===== src/rtl/iter_divider.sv =====
// Multicycle signed divider: restoring shift-subtract, one quotient bit per clock.
// Quotient truncates toward zero; remainder takes the sign of the dividend.
module iter_divider #(
    parameter int unsigned WIDTH = 32,
    parameter int unsigned CNT_W = 6
) (
    input  logic             clock,
    input  logic             reset_n,
    input  logic             ctrl_DIV,
    input  logic [WIDTH-1:0] data_operandA,
    input  logic [WIDTH-1:0] data_operandB,
    output logic [WIDTH-1:0] data_result,
    output logic [WIDTH-1:0] data_remainder,
    output logic             data_exception,
    output logic             data_resultRDY,
    output logic             busy
);

    localparam logic [WIDTH-1:0] MIN_NEG  = {1'b1, {(WIDTH-1){1'b0}}};
    localparam logic [CNT_W-1:0] LAST_CNT = CNT_W'(WIDTH - 1);

    typedef enum logic [1:0] {
        S_IDLE = 2'd0,
        S_ITER = 2'd1,
        S_FIX  = 2'd2,
        S_DONE = 2'd3
    } state_e;

    state_e           state_q, state_d;
    logic [CNT_W-1:0] cnt_q, cnt_d;
    logic [WIDTH-1:0] dvd_q, dvd_d;     // |A| shifting out, quotient shifting in
    logic [WIDTH-1:0] dsr_q, dsr_d;
    logic [WIDTH-1:0] rem_q, rem_d;
    logic             neg_quo_q, neg_quo_d;
    logic             neg_rem_q, neg_rem_d;
    logic             ovf_q, ovf_d;
    logic [WIDTH-1:0] result_q, result_d;
    logic [WIDTH-1:0] remainder_q, remainder_d;
    logic             exc_q, exc_d;
    logic             rdy_q, rdy_d;
    logic             busy_q, busy_d;

    logic [WIDTH-1:0] abs_a;
    logic [WIDTH-1:0] abs_b;
    logic [WIDTH:0]   shifted;
    logic [WIDTH:0]   trial;

    // Magnitudes wrap, so |MIN_NEG| stays MIN_NEG and is correct as unsigned.
    always_comb begin
        abs_a   = data_operandA[WIDTH-1] ? (~data_operandA + WIDTH'(1)) : data_operandA;
        abs_b   = data_operandB[WIDTH-1] ? (~data_operandB + WIDTH'(1)) : data_operandB;
        shifted = {rem_q, dvd_q[WIDTH-1]};
        trial   = shifted - {1'b0, dsr_q};
    end

    always_ff @(posedge clock or negedge reset_n) begin
        if (!reset_n) begin
            state_q     <= S_IDLE;
            cnt_q       <= '0;
            dvd_q       <= '0;
            dsr_q       <= '0;
            rem_q       <= '0;
            neg_quo_q   <= 1'b0;
            neg_rem_q   <= 1'b0;
            ovf_q       <= 1'b0;
            result_q    <= '0;
            remainder_q <= '0;
            exc_q       <= 1'b0;
            rdy_q       <= 1'b0;
            busy_q      <= 1'b0;
        end else begin
            state_q     <= state_d;
            cnt_q       <= cnt_d;
            dvd_q       <= dvd_d;
            dsr_q       <= dsr_d;
            rem_q       <= rem_d;
            neg_quo_q   <= neg_quo_d;
            neg_rem_q   <= neg_rem_d;
            ovf_q       <= ovf_d;
            result_q    <= result_d;
            remainder_q <= remainder_d;
            exc_q       <= exc_d;
            rdy_q       <= rdy_d;
            busy_q      <= busy_d;
        end
    end

    always_comb begin
        state_d     = state_q;
        cnt_d       = cnt_q;
        dvd_d       = dvd_q;
        dsr_d       = dsr_q;
        rem_d       = rem_q;
        neg_quo_d   = neg_quo_q;
        neg_rem_d   = neg_rem_q;
        ovf_d       = ovf_q;
        result_d    = result_q;
        remainder_d = remainder_q;
        exc_d       = exc_q;

        case (state_q)
            S_IDLE, S_DONE: begin
                if (ctrl_DIV) begin
                    dvd_d     = abs_a;
                    dsr_d     = abs_b;
                    rem_d     = '0;
                    cnt_d     = '0;
                    neg_quo_d = data_operandA[WIDTH-1] ^ data_operandB[WIDTH-1];
                    neg_rem_d = data_operandA[WIDTH-1];
                    ovf_d     = (data_operandA == MIN_NEG) && (data_operandB == '1);
                    if (data_operandB == '0) begin
                        result_d    = '0;
                        remainder_d = data_operandA;
                        exc_d       = 1'b1;
                        state_d     = S_DONE;
                    end else begin
                        state_d = S_ITER;
                    end
                end else if (state_q == S_DONE) begin
                    state_d = S_IDLE;
                end
            end
            S_ITER: begin
                // A borrow out of the WIDTH+1-bit subtract means the trial went negative.
                dvd_d = {dvd_q[WIDTH-2:0], ~trial[WIDTH]};
                rem_d = trial[WIDTH] ? shifted[WIDTH-1:0] : trial[WIDTH-1:0];
                cnt_d = cnt_q + CNT_W'(1);
                if (cnt_q == LAST_CNT) begin
                    state_d = S_FIX;
                end
            end
            S_FIX: begin
                result_d    = neg_quo_q ? (~dvd_q + WIDTH'(1)) : dvd_q;
                remainder_d = neg_rem_q ? (~rem_q + WIDTH'(1)) : rem_q;
                exc_d       = ovf_q;
                state_d     = S_DONE;
            end
            default: state_d = S_IDLE;
        endcase
    end

    // Status flags are registered from the next state so they align with it.
    always_comb begin
        busy_d = (state_d == S_ITER) || (state_d == S_FIX);
        rdy_d  = (state_d == S_DONE);
    end

    assign data_result    = result_q;
    assign data_remainder = remainder_q;
    assign data_exception = exc_q;
    assign data_resultRDY = rdy_q;
    assign busy           = busy_q;

endmodule


===== config.mk =====
export PLATFORM = sky130hd
export DESIGN_NAME = iter_divider
export DESIGN_NICKNAME = d
export VERILOG_FILES = /design/src/rtl/iter_divider.sv
export SDC_FILE = /design/constraint.sdc
export NUM_CORES = 1
export LEC_CHECK = 0
export CAP_MARGIN = 20
export CORE_MARGIN = 3
export CORE_UTILIZATION = 52
export DETAILED_ROUTE_END_ITERATION = 16
export PLACE_DENSITY_LB_ADDON = 0.1
export SYNTH_ARGS = -nofsm -noshare
export SYNTH_HDL_FRONTEND = slang
export SYNTH_SLANG_ARGS = --single-unit
export TNS_END_PERCENT = 5

===== constraint.sdc =====
create_clock -name clock -period 3.2 [get_ports clock]
set_input_delay 0.64 -clock clock [delete_from_list [all_inputs] [get_ports clock]]
set_output_delay 0.64 -clock clock [all_outputs]
set_load 0.01 [all_outputs]

Yosys cells after proc, flatten, opt, wreduce, memory -nomap -nowiden
Cells that the tools add are included.
- input port bits: 67
- output and inout bits: 67
- flip-flop bits (word level): 174
- logic and storage cells: 71
- bitwise operators: 6
- equal/unequal tests: 11
- add/subtract/negate cells: 6
- reductions and logical operators: 10
- muxes and demuxes: 25
- operator list (cell ; number):
    $mux W32 ; 11
    $pmux W32 S2 ; 4
    $add A32 B1 Y32 const B ; 4
    $not A32 Y32 ; 4
    $eq A32 B32 Y1 const B ; 2
    $sub A33 B32 Y33 ; 1
    $logic_not A32 Y1 ; 1
    $pmux W6 S2 ; 1
    $eq A2 B2 Y1 const B ; 4
    $mux W2 ; 4
    $add A6 B1 Y6 const B ; 1
    $eq A6 B5 Y1 const B ; 1
    $mux W6 ; 1
    $pmux W2 S3 ; 1
    $eq A2 B1 Y1 const B ; 2
    $ne A2 B2 Y1 const B ; 2
    $reduce_and A2 Y1 ; 2
    $reduce_bool A2 Y1 ; 2
    $reduce_and A3 Y1 ; 1
    $logic_not A2 Y1 ; 1
    $mux W1 ; 2
    $pmux W1 S2 ; 1
    $reduce_or A2 Y1 ; 1
    $logic_and A1 B1 Y1 ; 1
    3 further kinds ; 3

Depth between registers and ports, before layout
- depth in word-level cells: 6
- depth in mapped cells: 14

Least setup slack after synthesis
Ideal clock, no wire load.
- path kind: flip-flop to flip-flop
- from: register dvd_q[31]
- to: register rem_q[21]
- required time: 3.074 ns
- arrival time: 3.066 ns
- buffers on the path: 2
- library setup time: 0.126 ns
- clock period less this slack: 3.192 ns
- stages on the path, launching flop included: 14
- setup slack: 0.008 ns
- cells stage by stage: dfrtp_1 inv_1 ha_1 fa_1 nand2b_1 a21o_1 a211o_1 a21oi_1 o21ai_1 o2111a_1 a211o_1 clkbuf_1 buf_2 a311o_1
- cells in the longest elaborated chain, start to end: 3
- ends and longest elaborated chain (what ; RTL line ; source):
    start: declaration ; 31 ; logic [WIDTH-1:0] dvd_q, dvd_d;
    start signal: assignment ; 74 ; dvd_q <= dvd_d;
    $sub A33 B32 Y33 ; 53 ; trial = shifted - {1'b0, dsr_q};
    $mux W32 ; 126 ; rem_d = trial[WIDTH] ? shifted[WIDTH-1:0] : trial[WIDTH-1:0];
    $pmux W32 S2 ; 101 ; case (state_q)
    end signal: assignment ; 76 ; rem_q <= rem_d;
    end: declaration ; 33 ; logic [WIDTH-1:0] rem_q, rem_d;
Every way passes these cells.
A chain may end at the register's enable or synchronous reset.

Worst setup path in the final report
- from: register dvd_q[31]
- to: register rem_q[2]
Same word-level chain as after synthesis.

==> results.toml <==
[sta]
fin_worst_skew_ns = 0.0107
fin_crit_sh_pct = 102
timing.final.ws_setup_ns = -0.0751
worst_pin_slew_ns = 0.994
slew_headroom_pct = 33.8
fmax_mhz = 305
hold_violations = 0
setup_violations = 18
slew_viol_final = 0
rsz0062_at_grt = "yes"
period_minus_slack_ns = 3.28

[finish]
layout_commonest_cell = "nand2_1"
design_area_mm2 = 0.0152
layout-drive-gt1-share_pct = 13.8
syn2layout_area_growth_pct = 27.3
antenna_cells = 0
fin_nets = 1760
layout_common_cells = "nand2_1, o21ai_0, dfrtp_1, buf_4, clkdlybuf4s50_1"
stdcell_count = 1944

[logic_synthesis]
yosysWarnings = 0
ys_ff_latch = 174
synth_top_family_by_area = "compound AO/OA/AOI/OAI gates"
synth-xor-area-share_pct = 10.5
synth_cells = 1440
synth_compound_gate_area_share_pct = 23.5
synth-simple-area-share_pct = 17.4
synth_area_mm2 = 0.0119
synth-edff-count = 0
synthFlopType = "dfrtp_1"
ys_seq_area_share_pct = 36.5
synthMuxAreaShare_pct = 2.86
synth_adder_area_share_pct = 4.47
syn-num-nets = 1549
async_reset_ff_share_pct = 100
synth.distinct_cells = 68
syn_avg_cell_area_um2 = 8.28

[worst_setup_path]
end_kind = "flop"
slowest_delay_ns = 0.37
critPathBufInv = 3
critPathRequiredTime_ns = 3.51
cp_cell_sequence = "inv_2 -> ha_4 -> fa_2 -> nand2b_4 -> a21o_1 -> a211o_1 -> a21oi_2 -> o21ai_2 -> o2111a_1 -> a211o_4 -> buf_12 -> buf_12 -> o311ai_0"
crit_path_frequent_cell = "buf_12"
start_kind = "flop"
cp_max_fo = 6
criticalPathCategory = "reg2reg"
crit_arrival_ns = 3.59
critPathTopFamily = "compound AO/OA/AOI/OAI gates"
regToRegSetupSlack_ns = -0.08
critPathSlowestCell = "dfrtp_1"

[power]
p_per_area_mw_per_mm2 = 804
ir_drop_uv = 446
power.net_switching_mw = 5.29
pwr-share-clk_pct = 16.8
sw_frac_of_total_pct = 43.3
p_comb_share_pct = 55.9
intPower_mw = 6.92
seqPwrFrac_pct = 27.3
cellLeakagePower_nw = 6.53

[drt]
ant_nets = 0
wl_um = 31300
drt_first_pass_iters = 5
viasPerCell = 5.71
dr.first_iter.drc_count = 715
via_count = 11100
wl_per_cell_um = 16.1
route.detailed.drc = 0

[cts]
cts_buffers = 17
clock_sinks = 174
clk_pin_slew_worst_paths_ns = 0.07
clock_path_buffers = 2
root_buffer = "clkbuf_16"
cts_tree = "yes"
clk_latency_ns = 0.43
cts_max_level = 4

[global_route]
grt_max_degree = 78
antenna_found_initial = 0
grt_pass1_wl_um = 52000
overflow = 0
grt_pass1_vias = 10600
grt_usage_pct = 25.6

[placed_design]
dp_slack_ns = -0.449
hpwl_um = 23900
place_congestion = 0.956
dp.cells = 1904
port_buffers = 133
postPlaceCellArea_mm2 = 0.0144

[worst_hold_path]
worstHoldPathType = "in2async"

[die]
start_util_pct = 53.8
rows = 54
die_area_mm2 = 0.0248
die_h_um = 157
core_area_mm2 = 0.0222
die_w_um = 157
pin_count = 134

[status]
violations = "setup timing"
status = "complete, but fails checks"

[run]
cap_violations = 0
cells by family (layout without fill, tap and decap cells):
| kind of cell | after synthesis | after routing |
|---|---|---|
| DFF | 174 | 174 |
| xor gates and xnor gates | 143 | 143 |
| muxes | 34 | 34 |
| buffers and inverters | 144 | 368 |
| and+or+nand+nor | 453 | 453 |
| AOI/OAI and AO/OA | 450 | 450 |
| adders and majority gates | 42 | 42 |
cells in the mapped netlist (all sizes together) (7+ instances only):
library cell / count / area share, %
inv: 51 / 1.6
o21ai: 232 / 9.7
a21oi: 36 / 1.5
nand2: 269 / 8.5
xnor2: 76 / 5.6
buf: 13 / 0.65
or3: 16 / 0.92
nor2: 54 / 1.7
mux2i: 33 / 2.8
or4: 18 / 1.3
a21o: 12 / 0.76
xor2: 67 / 4.9
nand2b: 11 / 0.64
o21a: 7 / 0.44
dfrtp: 174 / 36
o31ai: 36 / 2.4
or2: 7 / 0.37
nand4: 20 / 1.0
a31oi: 7 / 0.37
nor3: 10 / 0.46
ha: 41 / 4.3
nand3: 18 / 0.76
nor4: 8 / 0.55
o41ai: 20 / 1.7
clkbuf: 80 / 2.5
a22oi: 57 / 3.6
what timing repair did:
item                                    in CTS  in global routing
gates resized for setup                     31                 15
hold buffers                                 0                  0
cloned                                       2                  0
endpoints found under the setup margin      33                 80
pin swaps                                   12                 12
setup buffers                                6                  1
final cells by class:
class,instances,area (um2)
multi-input cells,1122,7100
fillers,1845,6980
flip-flops and latches,174,4350
repair buffers,285,2610
clock buffers,17,425
well taps,280,350
inverters,51,191
clock inverters,15,149
flip-flops by register name, summed over array words and instances, names as in the netlist:
name            flops
data_result        32
data_exception      1
data_resultRDY      1
cnt_q               6
ovf_q               1
rem_q              32
dvd_q              32
neg_rem_q           1
busy                1
data_remainder     32
state_q             2
neg_quo_q           1
dsr_q              32
path summary, 6_finish.rpt:
path,to,depth (start not counted),from
min in group clock,data_result[10]$_DFFE_PN0P_,2,data_result[10]$_DFFE_PN0P_
max in group asynchronous,dvd_q[27]$_DFFE_PN0P_,2,reset_n
max reg2reg,rem_q[2]$_DFFE_PN0P_,13,dvd_q[31]$_DFFE_PN0P_
min reg2reg,data_result[10]$_DFFE_PN0P_,2,data_result[10]$_DFFE_PN0P_
min,data_result[3]$_DFFE_PN0P_,1,reset_n
max,rem_q[2]$_DFFE_PN0P_,13,dvd_q[31]$_DFFE_PN0P_
per-layer routing:
| layer | part of all wire [%] | vias to the layer above | GRT usage [%] |
|---|---|---|---|
| li1 | - | 5547 | - |
| met1 | 44 | 5217 | 33.4 |
| met2 | 50 | 300 | 45.2 |
| met3 | 4.9 | 27 | 3.38 |
| met4 | 1.4 | 0 | 6.07 |
| met5 | 0 | - | 0 |
stage by stage:
step	utilization, %	power, mW	TNS (ns)	hold WS [ns]
floorplan	-	7.86	0	0.344
global placement	65.1	9.64	-24.46	0.462
detailed placement	65.1	9.80	-34.30	0.468
CTS	68.5	12.2	-0.851	0.262
global route	68.5	13.2	-4.10	0.283
finish	68.5	12.2	-0.354	0.237
power by group through the flow:
stage	Sequential (mW)	Combinational, mW	Clock, mW
after CTS	3.32	6.81	2.07
after floorplan	3.13	4.73	0
after global routing	3.42	7.59	2.17
after detailed placement	3.36	6.44	0
final	3.33	6.83	2.04
after global placement	3.33	6.32	0
Note: power is estimated with default switching activity, not from simulation.
